--- src/rtl/uart_tx_drain.sv ---
// uart_tx_drain: pops words from an upstream fifo and sends each as an
// asynchronous serial frame (start, n data bits LSB first, optional
// parity, s stop bits), each bit lasting div clk cycles.
// Ports:
//   clk     block clock, all state on posedge
//   rst_n   asynchronous active-low reset
//   data    fifo data_o word (n bits)
//   status  fifo fill status; any non-zero value means a word is present
//   clk_o   registered one-cycle pop strobe to the fifo
//   tx      registered serial line, idle high
//   busy    registered, high from pop until the last stop bit ends
module uart_tx_drain #(
   parameter int n   = 8,
   parameter int div = 104,
   parameter int p   = 0,
   parameter int s   = 1
) (
   input  logic         clk,
   input  logic         rst_n,
   input  logic [n-1:0] data,
   input  logic [2:0]   status,
   output logic         clk_o,
   output logic         tx,
   output logic         busy
);

   localparam int BW = (div > 2) ? $clog2(div) : 1;
   localparam int CW = (n > 2) ? $clog2(n) : 1;
   localparam logic [BW-1:0] RELOAD = BW'(div - 1);
   localparam logic [CW-1:0] LAST_D = CW'(n - 1);
   localparam logic [CW-1:0] LAST_S = CW'(s - 1);
   localparam logic          ODD    = (p == 1);
   localparam logic          HASPAR = (p != 0);

   typedef enum logic [2:0] {
      IDLE, POP, LOAD, START, DATA, PARITY, STOP
   } state_e;

   state_e         state_q, state_d;
   logic [1:0]     sync_q,  sync_d;
   logic [BW-1:0]  baud_q,  baud_d;
   logic [CW-1:0]  bit_q,   bit_d;
   logic [n-1:0]   shift_q, shift_d;
   logic           par_q,   par_d;
   logic           tx_q,    tx_d;
   logic           clko_q,  clko_d;
   logic           busy_q,  busy_d;

   logic ne_s;
   logic bdone;

   assign ne_s  = sync_q[1];
   assign bdone = (baud_q == '0);

   assign clk_o = clko_q;
   assign tx    = tx_q;
   assign busy  = busy_q;

   always_ff @(posedge clk or negedge rst_n) begin
      if (!rst_n) begin
         state_q <= IDLE;
         sync_q  <= '0;
         baud_q  <= '0;
         bit_q   <= '0;
         shift_q <= '0;
         par_q   <= 1'b0;
         tx_q    <= 1'b1;
         clko_q  <= 1'b0;
         busy_q  <= 1'b0;
      end else begin
         state_q <= state_d;
         sync_q  <= sync_d;
         baud_q  <= baud_d;
         bit_q   <= bit_d;
         shift_q <= shift_d;
         par_q   <= par_d;
         tx_q    <= tx_d;
         clko_q  <= clko_d;
         busy_q  <= busy_d;
      end
   end

   always_comb begin
      state_d = state_q;
      sync_d  = {sync_q[0], (status != 3'd0)};
      baud_d  = baud_q;
      bit_d   = bit_q;
      shift_d = shift_q;
      par_d   = par_q;
      tx_d    = tx_q;
      clko_d  = clko_q;
      busy_d  = busy_q;

      unique case (state_q)
         IDLE: begin
            tx_d = 1'b1;
            if (ne_s) begin
               clko_d  = 1'b1;
               busy_d  = 1'b1;
               state_d = POP;
            end
         end
         POP: begin
            // fifo exposes the new word on the clk_o rise; sample it next cycle
            clko_d  = 1'b0;
            state_d = LOAD;
         end
         LOAD: begin
            shift_d = data;
            par_d   = (^data) ^ ODD;
            tx_d    = 1'b0;
            baud_d  = RELOAD;
            state_d = START;
         end
         START: begin
            if (bdone) begin
               baud_d  = RELOAD;
               tx_d    = shift_q[0];
               shift_d = shift_q >> 1;
               bit_d   = '0;
               state_d = DATA;
            end else begin
               baud_d = baud_q - 1'b1;
            end
         end
         DATA: begin
            if (bdone) begin
               baud_d = RELOAD;
               if (bit_q == LAST_D) begin
                  bit_d = '0;
                  if (HASPAR) begin
                     tx_d    = par_q;
                     state_d = PARITY;
                  end else begin
                     tx_d    = 1'b1;
                     state_d = STOP;
                  end
               end else begin
                  tx_d    = shift_q[0];
                  shift_d = shift_q >> 1;
                  bit_d   = bit_q + 1'b1;
               end
            end else begin
               baud_d = baud_q - 1'b1;
            end
         end
         PARITY: begin
            if (bdone) begin
               baud_d  = RELOAD;
               tx_d    = 1'b1;
               bit_d   = '0;
               state_d = STOP;
            end else begin
               baud_d = baud_q - 1'b1;
            end
         end
         STOP: begin
            if (bdone) begin
               if (bit_q == LAST_S) begin
                  bit_d = '0;
                  // chain straight into the next pop when more words wait
                  if (ne_s) begin
                     clko_d  = 1'b1;
                     state_d = POP;
                  end else begin
                     busy_d  = 1'b0;
                     state_d = IDLE;
                  end
               end else begin
                  bit_d  = bit_q + 1'b1;
                  baud_d = RELOAD;
               end
            end else begin
               baud_d = baud_q - 1'b1;
            end
         end
         default: begin
            state_d = IDLE;
         end
      endcase
   end

endmodule

--- config.mk ---
export PLATFORM = sky130hd
export DESIGN_NAME = uart_tx_drain
export DESIGN_NICKNAME = d
export VERILOG_FILES = /design/src/rtl/uart_tx_drain.sv
export SDC_FILE = /design/constraint.sdc
export NUM_CORES = 1
export LEC_CHECK = 0
export ABC_AREA = 0
export BUFFER_PORTS_ARGS = -buffer_cell sky130_fd_sc_hd__buf_4
export CAP_MARGIN = 5
export CORE_MARGIN = 2
export CORE_UTILIZATION = 50
export CTS_CLUSTER_DIAMETER = 60
export DETAILED_ROUTE_END_ITERATION = 8
export GPL_TIMING_DRIVEN = 0
export PLACE_DENSITY = 0.72
export SYNTH_ARGS = -nofsm -noshare
export SYNTH_HDL_FRONTEND = slang
export SYNTH_SLANG_ARGS = --single-unit
--- constraint.sdc ---
create_clock -name clk -period 2 [get_ports clk]
set_input_delay 0 -clock clk [delete_from_list [all_inputs] [get_ports clk]]
set_output_delay 0 -clock clk [all_outputs]
set_load 0.05 [all_outputs]
# Word-level counts from Yosys, hierarchy flattened
# Cells that the tools add are included.
dict set report word_totals {
  word_cells 84
  out_inout_bits 3
  ff_bits 26
  in_bits 13
}
dict set report classes {
  addsub 2
  reduce_logical 19
  n_eq_ne 18
  mux 37
}
# operator n
set ops {}
lappend ops {{3-bit two-way mux} 12}
lappend ops {{8-bit two-way mux} 3}
lappend ops {{8-bit case mux with 3 select lines} 1}
lappend ops {{7-bit two-way mux} 3}
lappend ops {{3-bit case mux with 7 select lines} 1}
lappend ops {{7-bit case mux with 3 select lines} 1}
lappend ops {{2-bit inequality test, second input constant} 9}
lappend ops {{3-bit nonzero test} 5}
lappend ops {{3-bit == test, second input constant} 4}
lappend ops {{1-bit two-way mux} 12}
lappend ops {{4-bit AND reduction} 3}
lappend ops {{3-bit case mux with 3 select lines} 1}
lappend ops {{7-bit logical NOT} 1}
lappend ops {{7-bit AND reduction} 1}
lappend ops {{7-bit by 1-bit subtractor with 7-bit output, second input constant} 1}
lappend ops {{3-bit by 2-bit == test with 1-bit output, second input constant} 2}
lappend ops {{3-bit logical NOT} 2}
lappend ops {{1-bit case mux with 5 select lines} 1}
lappend ops {{5-bit AND reduction} 1}
lappend ops {{5-bit nonzero test} 1}
lappend ops {{3-bit by 1-bit adder with 3-bit output, second input constant} 1}
lappend ops {{3-bit by 1-bit == test with 1-bit output, second input constant} 1}
lappend ops {{3-bit inequality test, second input constant} 1}
lappend ops {{1-bit case mux with 3 select lines} 1}
lappend ops {{other kinds (7)} 7}

# Logic depth before layout (Yosys ltp)
dict set report depth {
  word_depth 4
  ltp_mapped 8
  mapped_depth_nobuf 6
}

# Least setup slack after synthesis
# No wires, ideal clock.
dict set report synth_timing {
  path_kind {register to register}
  startpoint {register bit_q[0]}
  endpoint {register shift_q[1]}
  required_ns 1.875
  setup_time_ns 0.125
  stages_incl_launch_ff 7
  synth_period_minus_slack_ns 1.872
  path_slack_ns 0.128
  arrival_ns 1.748
  n_path_buf 0
  cell_sequence {dfrtp_1 > ha_1 > ha_1 > nor3b_1 > a31oi_1 > o2bb2ai_4 > mux2_2}
}
dict set report synth_via {
  elab_chain_len 3
}
# item line_no
set synth_rtl {}
lappend synth_rtl {{start, declared} 42} ;# logic [CW-1:0] bit_q, bit_d;
lappend synth_rtl {{start signal, assigned} 74} ;# bit_q <= bit_d;
lappend synth_rtl {{3-bit == test} 129} ;# if (bit_q == LAST_D) begin
lappend synth_rtl {{2-bit inequality test (no source line)} n/a}
lappend synth_rtl {{4-bit AND reduction (no source line)} n/a}
lappend synth_rtl {{end signal, assigned} 75} ;# shift_q <= shift_d;
lappend synth_rtl {{end, declared} 43} ;# logic [n-1:0] shift_q, shift_d;
# Every way passes these cells.
# A chain may end at the register's enable or synchronous reset.

# Worst setup path after layout
dict set report layout_timing {
  startpoint {register bit_q[0]}
  endpoint {register shift_q[4]}
}
# Same word-level chain as after synthesis.

==> results by group <==
Status
  • Status: finished clean

Setup path
  • Endpoint of the worst register-to-register path: shift_q[4]
  • Worst setup path endpoint: shift_q[4]
  • RR Startpoint: bit_q[0]
  • Logic depth of the worst register-to-register path: 6
  • CP Launch Point: bit_q[0]
  • Biggest fanout along the worst timing path: 8
  • Register-to-register setup slack: 0.02 ns
  • Category of the worst setup path capture point: flop
  • Critical path data arrival time: between 2 and 2.5 ns
  • Endpoint required time on the critical path: around 2.2 ns
  • Crit Path Class: flop to flop
  • Nature of the critical path startpoint: flop

Synth
  • EDFF count, synth: 0
  • Proportion of register bits with asynchronous set or reset after synthesis: 100%
  • Combinational family with the most area after synthesis: compound AO/OA/AOI/OAI gates
  • Area contributors post-synth: sky130_fd_sc_hd__dfrtp_1, sky130_fd_sc_hd__mux2_2, sky130_fd_sc_hd__ha_1, sky130_fd_sc_hd__a21oi_1, sky130_fd_sc_hd__nand2_1
  • Net count of the mapped netlist: 172
  • Most used flip-flop cell after synthesis: sky130_fd_sc_hd__dfrtp_1
  • XOR/XNOR Fraction of Synth Area: less than 1%
  • Fraction of the mapped netlist area in compound gates: 22.9%
  • Yosys top cell by area: sky130_fd_sc_hd__dfrtp_1
  • Post-synthesis mux area share: about 11%
  • Number of warnings issued by yosys: 0
  • Fraction of post-synthesis cell area in the top cell type by area: roughly 40%
  • Synth Register Bits: 26
  • Distinct cell type count of the synthesized netlist: 50
  • Synthesized area: about 1600 um^2
  • Post-synthesis share of cell area spent on and, or, nand and nor gates: roughly 15%
  • Post-synthesis area per instance: 10.2 um^2
  • Adder-Cell Fraction of Synth Area: 4.00%
  • Post-Synthesis Cells: 154
  • Seq/Total Area, Yosys: approximately two fifths

Detailed routing
  • Antenna viol nets, final: 0
  • Detailed router's first-iteration violation count: 80
  • Sum of routed wire length over all layers: ~3.3 mm
  • Number of detailed-routing iterations run before antenna repair: 4
  • Total number of vias: 1287
  • DR WL/cell: 15.2 um
  • DRC viols: 0
  • Drt via density: about 6.0

Floorplanning
  • Site row count: 20
  • # IOs: 16
  • Die W: approximately 60 um
  • Area enclosed by the die boundary: roughly 3600 um^2
  • Initial cell density of the core: between 50% and 60%
  • Placeable core area: 3000 um^2
  • Height of the die: approximately 60 um

Cells and area
  • Register area: roughly 650 um^2
  • Area occupied by multi-input gates: 861 um^2
  • Most common library cell in the layout ignoring fill and taps: sky130_fd_sc_hd__dfrtp_1
  • Synthesis-to-layout area growth: 20.5%
  • Layout fillers: between 200 and 250
  • Most frequent cells in the layout: sky130_fd_sc_hd__dfrtp_1, sky130_fd_sc_hd__buf_4, sky130_fd_sc_hd__mux2_2
  • Post-layout net count: about 200
  • Layout cells sized above 1: between 20 and 30%
  • Number of antenna repair diodes: 0

STA
  • Final hold slack: 0.0158 ns
  • Least-Margin Pin Slew: 0.590 ns
  • Worst relative slew slack: 60.7%
  • Number of failing setup endpoints in the final timing report: 0
  • Period Utilization, post-route: ~99%
  • Setup TNS: 0 ns
  • Count of endpoints failing hold in the final timing report: 0
  • Worst Clk Skew: 0.00540 ns
  • RSZ-0062 raised after global routing: yes
  • Time the final worst path needs with I/O delays and setup: slightly below 2 ns
  • Maximum clock rate: 0.504 GHz
  • Max-slew violation total from the final report: 0

Place
  • Number of input and output port buffers inserted: 15
  • Placer congestion estimate: approximately 0.85
  • Half-perimeter wire length after placement: between 2 and 2.5 mm

Worst hold path
  • Worst Hold Launch: data[2]
  • Depth of the worst hold-timing path: 3
  • Class of the most critical hold timing path: primary input to flop

Pwr
  • Leak pwr: approximately 0.80 nW
  • Largest vdd supply drop: ~0.64 mV
  • Power per Cell Area: ~1100 nW/um^2

Clocking
  • Clk slew on worst S/H paths: between 0.1 and 0.15 ns
  • Bufs on Longest Clock Path: 2
  • Clock insertion delay at the later pin of the skew report: 0.33 ns
  • TritonCTS Sinks: 26
  • CTS root buffer: sky130_fd_sc_hd__clkbuf_4
  • H-tree level count: 1
  • TritonCTS clock tree: done
  • Number of buffers created by CTS: 3

Global route
  • Pin count of the biggest net entering global routing: 27
  • Vias in the first global route: 1249
  • Antenna violations before repair: 0
  • Global-route wire length before repair: approximately 5.5 mm
  • Total routing resource utilization after global routing: around a fifth
  • Total grt overflow: 0

Flow run
  • Max-cap violation count: 0
synthesized netlist by cell type, types with 3 or more instances:
cell / count
sky130_fd_sc_hd__dfrtp_1: 25
sky130_fd_sc_hd__mux2_2: 12
sky130_fd_sc_hd__nand2_1: 11
sky130_fd_sc_hd__a21oi_1: 9
sky130_fd_sc_hd__inv_1: 9
sky130_fd_sc_hd__nor2_1: 8
sky130_fd_sc_hd__o21ai_0: 7
sky130_fd_sc_hd__ha_1: 5
sky130_fd_sc_hd__mux2i_1: 4
sky130_fd_sc_hd__nand4_1: 4
sky130_fd_sc_hd__nor2b_1: 4
sky130_fd_sc_hd__o21bai_1: 4
sky130_fd_sc_hd__and2_1: 3
sky130_fd_sc_hd__buf_4: 3
sky130_fd_sc_hd__nand3_1: 3
logic make-up (layout without fill, tap and decap cells):
family	count (synthesis)	in the layout
DFF	26	26
adders and majority gates	5	5
muxes	16	16
buffers and inverters	16	45
xor gates and xnor gates	1	1
AOI/OAI and AO/OA	47	47
and+or+nand+nor	43	43
critical path: stages, from the launching register on:
cell and delay (ns):
sky130_fd_sc_hd__dfrtp_1 0.43, sky130_fd_sc_hd__ha_1 0.22, sky130_fd_sc_hd__ha_2 0.21, sky130_fd_sc_hd__nor3b_4 0.22, sky130_fd_sc_hd__a31oi_2 0.14, sky130_fd_sc_hd__o2bb2ai_4 0.29, sky130_fd_sc_hd__mux2_2 0.38
final cells by class:
cell class	count	area share [%]
Buffer	7	2.19
Clock buffer	3	1.19
Clock inverter	1	1.59
Inverter	9	1.79
Multi-Input combinational cell	112	45.6
Sequential cell	26	34.5
Tap cell	33	2.19
Timing Repair Buffer	25	10.9
how the worst min path moves through the flow:
stage                  to
3_5_place_dp    baud_q[2]
2_1_floorplan   baud_q[0]
5_1_grt        shift_q[1]
4_1_cts        shift_q[3]
6_report       shift_q[2]
3_3_place_gp    baud_q[4]
sequential cells by signal (all words and copies together) (netlist names):
register  count
bit_q         3
sync_q        2
tx            1
shift_q       8
baud_q        7
state_q       3
busy          1
clk_o         1
routing by layer:
layer,up-vias,GRT usage (%),part of all wire (%),wire (um)
met5,-,0,0,0
met4,0,7.30,2.1,70
met3,6,3.46,3.9,127
met2,34,33.1,49,1600
met1,624,27.5,45,1480
li1,623,-,-,-
power by group:
group | switching (W) | internal, W | total [W]
Clock | 0.000163 | 0.000203 | 0.000367
Sequential | 0.000154 | 0.000713 | 0.000866
Combinational | 0.000366 | 0.000392 | 0.000758
through the flow:
stage	std cells	area, um^2	total power [W]	worst slack [ns]	util, %
4_1_cts	212	1840	0.00198	0.0181	61.2
3_5_place_dp	202	1720	0.00160	-0.0418	57.3
6_report	216	1890	0.00199	0.0172	62.8
5_1_grt	216	1890	0.00214	-0.0438	62.8
2_1_floorplan	154	1570	0.00142	0.128	-
3_3_place_gp	202	1720	0.00157	-0.0412	57.3
what timing repair did:
item                                   CTS  global route
setup endpoints to repair                6            10
cloned                                   0             0
buffers inserted                         1             2
pin swaps                                1             2
endpoints found under the hold margin   29             2
resized for setup                        2             6
hold buffers                             5             2
Note: power is estimated with default switching activity, not from simulation.
